==> src/rtl/stack_pkg.sv <==
// Shared types and sizing for the chapter 7 LIFO stack and its pop-side controller.
package stack_pkg;

  localparam int unsigned STACK_DATA_W = 8;
  localparam int unsigned STACK_DEPTH  = 4;

  typedef enum logic [1:0] {
    IDLE,
    POP,
    WAIT,
    SEND
  } state_t;

endpackage

==> src/rtl/stack_reader.sv <==
// Pop-side stack controller: drains a burst from the LIFO and streams it out on valid/ready.
module stack_reader
  import stack_pkg::*;
#(
  parameter int unsigned DATA_W = STACK_DATA_W,
  parameter int unsigned CNT_W  = 3
) (
  input  logic              clk,
  input  logic              rst,
  input  logic              start,
  input  logic [CNT_W-1:0]  count,
  output logic              pop,
  input  logic              empty,
  input  logic [DATA_W-1:0] read_data,
  input  logic              stk_error,
  output logic [DATA_W-1:0] out_data,
  output logic              out_valid,
  input  logic              out_ready,
  output logic              busy,
  output logic              done,
  output logic              error,
  output logic [CNT_W-1:0]  drained
);

  state_t             state_q, state_d;
  logic [CNT_W-1:0]   count_q, count_d;
  logic [CNT_W-1:0]   drained_q, drained_d;
  logic [DATA_W-1:0]  out_data_q, out_data_d;
  logic               error_q, error_d;
  logic               done_q, done_d;

  always_comb begin
    state_d    = state_q;
    count_d    = count_q;
    drained_d  = drained_q;
    out_data_d = out_data_q;
    error_d    = error_q;
    done_d     = 1'b0;

    // A start that arrives mid-burst is a protocol error; the burst itself carries on.
    if (start && (state_q != IDLE)) begin
      error_d = 1'b1;
    end

    unique case (state_q)
      IDLE: begin
        if (start) begin
          count_d   = count;
          drained_d = '0;
          error_d   = 1'b0;
          state_d   = POP;
        end
      end
      POP: begin
        if (empty) begin
          state_d = IDLE;
          done_d  = 1'b1;
        end else begin
          state_d = WAIT;
        end
      end
      WAIT: begin
        if (stk_error) begin
          error_d = 1'b1;
          state_d = IDLE;
          done_d  = 1'b1;
        end else begin
          out_data_d = read_data;
          drained_d  = drained_q + CNT_W'(1);
          state_d    = SEND;
        end
      end
      SEND: begin
        if (out_ready) begin
          if ((count_q != '0) && (drained_q == count_q)) begin
            state_d = IDLE;
            done_d  = 1'b1;
          end else begin
            state_d = POP;
          end
        end
      end
      default: state_d = IDLE;
    endcase
  end

  always_ff @(posedge clk) begin
    if (rst) begin
      state_q    <= IDLE;
      count_q    <= '0;
      drained_q  <= '0;
      out_data_q <= '0;
      error_q    <= 1'b0;
      done_q     <= 1'b0;
    end else begin
      state_q    <= state_d;
      count_q    <= count_d;
      drained_q  <= drained_d;
      out_data_q <= out_data_d;
      error_q    <= error_d;
      done_q     <= done_d;
    end
  end

  assign pop       = (state_q == POP) && !empty;
  assign out_valid = (state_q == SEND);
  assign busy      = (state_q != IDLE);
  assign done      = done_q;
  assign error     = error_q;
  assign drained   = drained_q;
  assign out_data  = out_data_q;

endmodule

==> config.mk <==
export PLATFORM = sky130hd
export DESIGN_NAME = stack_reader
export DESIGN_NICKNAME = d
export VERILOG_FILES = /design/src/rtl/stack_pkg.sv /design/src/rtl/stack_reader.sv
export SDC_FILE = /design/constraint.sdc
export NUM_CORES = 1
export LEC_CHECK = 0
export ABC_AREA = 0
export CAP_MARGIN = 30
export CORE_ASPECT_RATIO = 1.25
export CORE_MARGIN = 2
export CORE_UTILIZATION = 44
export CTS_CLUSTER_DIAMETER = 200
export DETAILED_ROUTE_END_ITERATION = 16
export GPL_ROUTABILITY_DRIVEN = 0
export PLACE_DENSITY = 0.91
export SLEW_MARGIN = 5
export SYNTH_ARGS = -nofsm -noshare
export SYNTH_HDL_FRONTEND = slang
export SYNTH_SLANG_ARGS = --single-unit
==> constraint.sdc <==
create_clock -name clk -period 3.5 [get_ports clk]
set_input_delay 0.525 -clock clk [delete_from_list [all_inputs] [get_ports clk]]
set_output_delay 0.525 -clock clk [all_outputs]
set_load 0.05 [all_outputs]
==> impl_metrics.csv <==
group,metric,value,unit
outcome,status,"finished, final reports clean",
critical_path,cpMostUsedCell,"clkdlybuf4s50_1",
final_layout,final_net_count,140,
detailed_routing,routed_wire_length_per_instance,12.9,um
timing,relSlewSlack,52.0,%
timing,setup_ws,923,ps
logic_synthesis,async_reset_ff_share,0,%
detailed_routing,drtIter0Drc,14,
critical_path,worst_r2r_endpoint,"out_data[7]",
detailed_routing,vias,754,
logic_synthesis,synth-xor-area-share,4.47,%
pwr,cellLeakagePower,0.422,nW
timing,finalSetupViolCount,0,
critical_path,critPathMaxFanout,2,
timing,tightest_slew,718,ps
critical_path,critPathKind,"input pin to primary output",
grt,grt_pass1_wl,2700,um
clock_network,htreeDepth,1,
timing,max_freq,0.388,GHz
logic_synthesis,synth_edf_count,0,
clock_network,ctsRootBufferMaster,"clkbuf_4",
min_path,hold_class,"flop to flop",
pwr,powerDensity,343,nW/um^2
logic_synthesis,synth_top_family_by_area,"simple AND/OR/NAND/NOR gates",
logic_synthesis,synth.distinct_cells,27,
critical_path,crit_required,2970,ps
timing,clock-skew-final,2.00,ps
min_path,hold_depth,2,
floorplanning,die_x,41.8,um
logic_synthesis,synth_mux_area_share,5.10,%
floorplanning,die_h,51.2,um
pwr,peakVddDrop,0.000228,V
clock_network,clock_sinks,18,
final_layout,drive_gt1_share,7.50,%
timing,slew_viol_final,0,
grt,gr-total-overflow,0,
grt,grt_max_degree,20,
logic_synthesis,ys_ff_latch,18,
detailed_routing,drc,0,
timing,post-route-min-period,2580,ps
detailed_routing,antenna_left,0,
grt,antenna_found_initial,0,
final_layout,n_antenna_cell,0,
grt,grt_usage,16.6,%
critical_path,rr_startpoint,"state_q[1]",
critical_path,rr_worst_depth,4,
clock_network,cts_hold_buf,0,
logic_synthesis,syn_inst,90,
timing,hold_viol,0,
final_layout,fin_util,65.6,%
timing,tns,0,ps
critical_path,cp_cell_sequence,"clkdlybuf4s50_1, nor3b_1, clkdlybuf4s50_1",
timing,rsz0062_at_grt,"no",
logic_synthesis,syn_area,785,sq um
min_path,hp-start,"out_data[5]",
logic_synthesis,synthAdderAreaFrac,1.59,%
critical_path,crit_path_start_kind,"input pin",
timing,period_share,73.6,%
critical_path,r2r_setup_slack,1800,ps
logic_synthesis,avgSynthCellArea,8.72,sq um
critical_path,crit_path_end_kind,"primary output",
clock_network,cts-resized-gates,0,
clock_network,cts_buffer_depth,2,
critical_path,cpMaxStageDelayCell,"clkdlybuf4s50_1",
floorplanning,die_area,2140,sq um
floorplanning,rows,17,
floorplanning,core_area,1720,sq um
clock_network,clock_latency,280,ps
logic_synthesis,synthFlopType,"dfxtp_1",
detailed_routing,dr.pass1.iters,4,
floorplanning,ioPinCount,33,
min_path,min_to,"out_data[5]",
logic_synthesis,synthSimpleGateAreaFrac,28.5,%
floorplanning,start_util,45.5,%
clock_network,post_cts_buffers,0,
placement,port_buffers,32,
detailed_routing,via_per_inst,5.42,
critical_path,critPathMaxStageDelay,850,ps
placement,dp_hpwl,1340,um
final_layout,mostFrequentLayoutCells,"32 x clkdlybuf4s50_1, 18 x dfxtp_1, 17 x nand2_1",
logic_synthesis,ys_seq_area_share,45.9,%
run,maxCapViolations,0,
grt,grt_pass1_vias,630,
logic_synthesis,synthesis.nets,108,
clock_network,cts_tree,"done",
logic_synthesis,ys_warn_count,0,
clock_network,cts.reportedPaths.clkPinSlew,90,ps
final_layout,mostFrequentLayoutCell,"clkdlybuf4s50_1",
clock_network,cts_buffers,3,
critical_path,arrival,2050,ps
detailed_routing,drt_wl_total,1800,um
logic_synthesis,synth_compound_area_share,10.8,%
placement,pre_cts_ws,915,ps
final_layout,syn_to_final_growth,44.2,%
[layout make-up]
class	instances	area (sq um)
Tap cell	19	23.8
Multi-Input combinational cell	66	397
Fill cell	157	592
Clock buffer	3	22.5
Sequential cell	18	360
Timing Repair Buffer	33	328
[stage by stage]
stage	power (mW)	instances	hold slack, ps	instance area (sq um)
floorplan	0.266	90	480	785
global placement	0.296	136	444	1110
detailed placement	0.298	136	449	1110
CTS	0.393	139	461	1130
global route	0.408	139	492	1130
finish	0.388	139	457	1130
[routing by layer]
layer / up-vias / GRT usage (%) / routed length (um)
li1: 368 / - / -
met1: 352 / 19.2 / 748
met2: 32 / 29.7 / 917
met3: 2 / 2.47 / 111
met4: 0 / 8.06 / 21
met5: - / 0 / 0
[cells in the mapped netlist, drive strengths merged, types with 2 or more instances]
cell type	instances	area [sq um]
or3b	2	17.5
mux2i	4	40.0
nand3	2	10.0
buf	5	23.8
nand2	17	63.8
dfxtp	18	360
and3b	2	17.5
a21oi	13	65.1
xor2	3	26.3
nor3	4	20.0
nor3b	3	27.5
nor2	4	15.0
[flip-flops by register name, summed over array words and instances (netlist names)]
signal,count
out_data,8
count_q,3
drained,3
state_q,2
done,1
error,1
[critical path, delay by kind of cell]
kind          cells  cell delay [ps]
buf+inv           2             1280
simple gates      1              250
[cells by family (layout without fill, tap and decap cells)]
logic type | after synthesis | in the layout
mux | 4 | 4
fa+ha+maj | 1 | 1
buf+inv | 6 | 36
simple gates | 41 | 41
xor+xnor | 4 | 4
compound gates | 16 | 16
flops | 18 | 18
[power breakdown]
group / leakage (nW) / switching (mW) / internal [mW]
Clock: 0.0138 / 0.0549 / 0.0399
Combinational: 0.262 / 0.0375 / 0.0371
Sequential: 0.146 / 0.00738 / 0.211
[worst max-delay path by stage]
stage	startpoint	endpoint	slack (ps)	depth (start not counted)
2_1_floorplan	empty	pop	1250	1
3_3_place_gp	empty	pop	970	3
3_5_place_dp	empty	pop	910	3
4_1_cts	empty	pop	910	3
5_1_grt	empty	pop	850	3
6_report	empty	pop	920	3
Power figures use the tool's default switching activity.
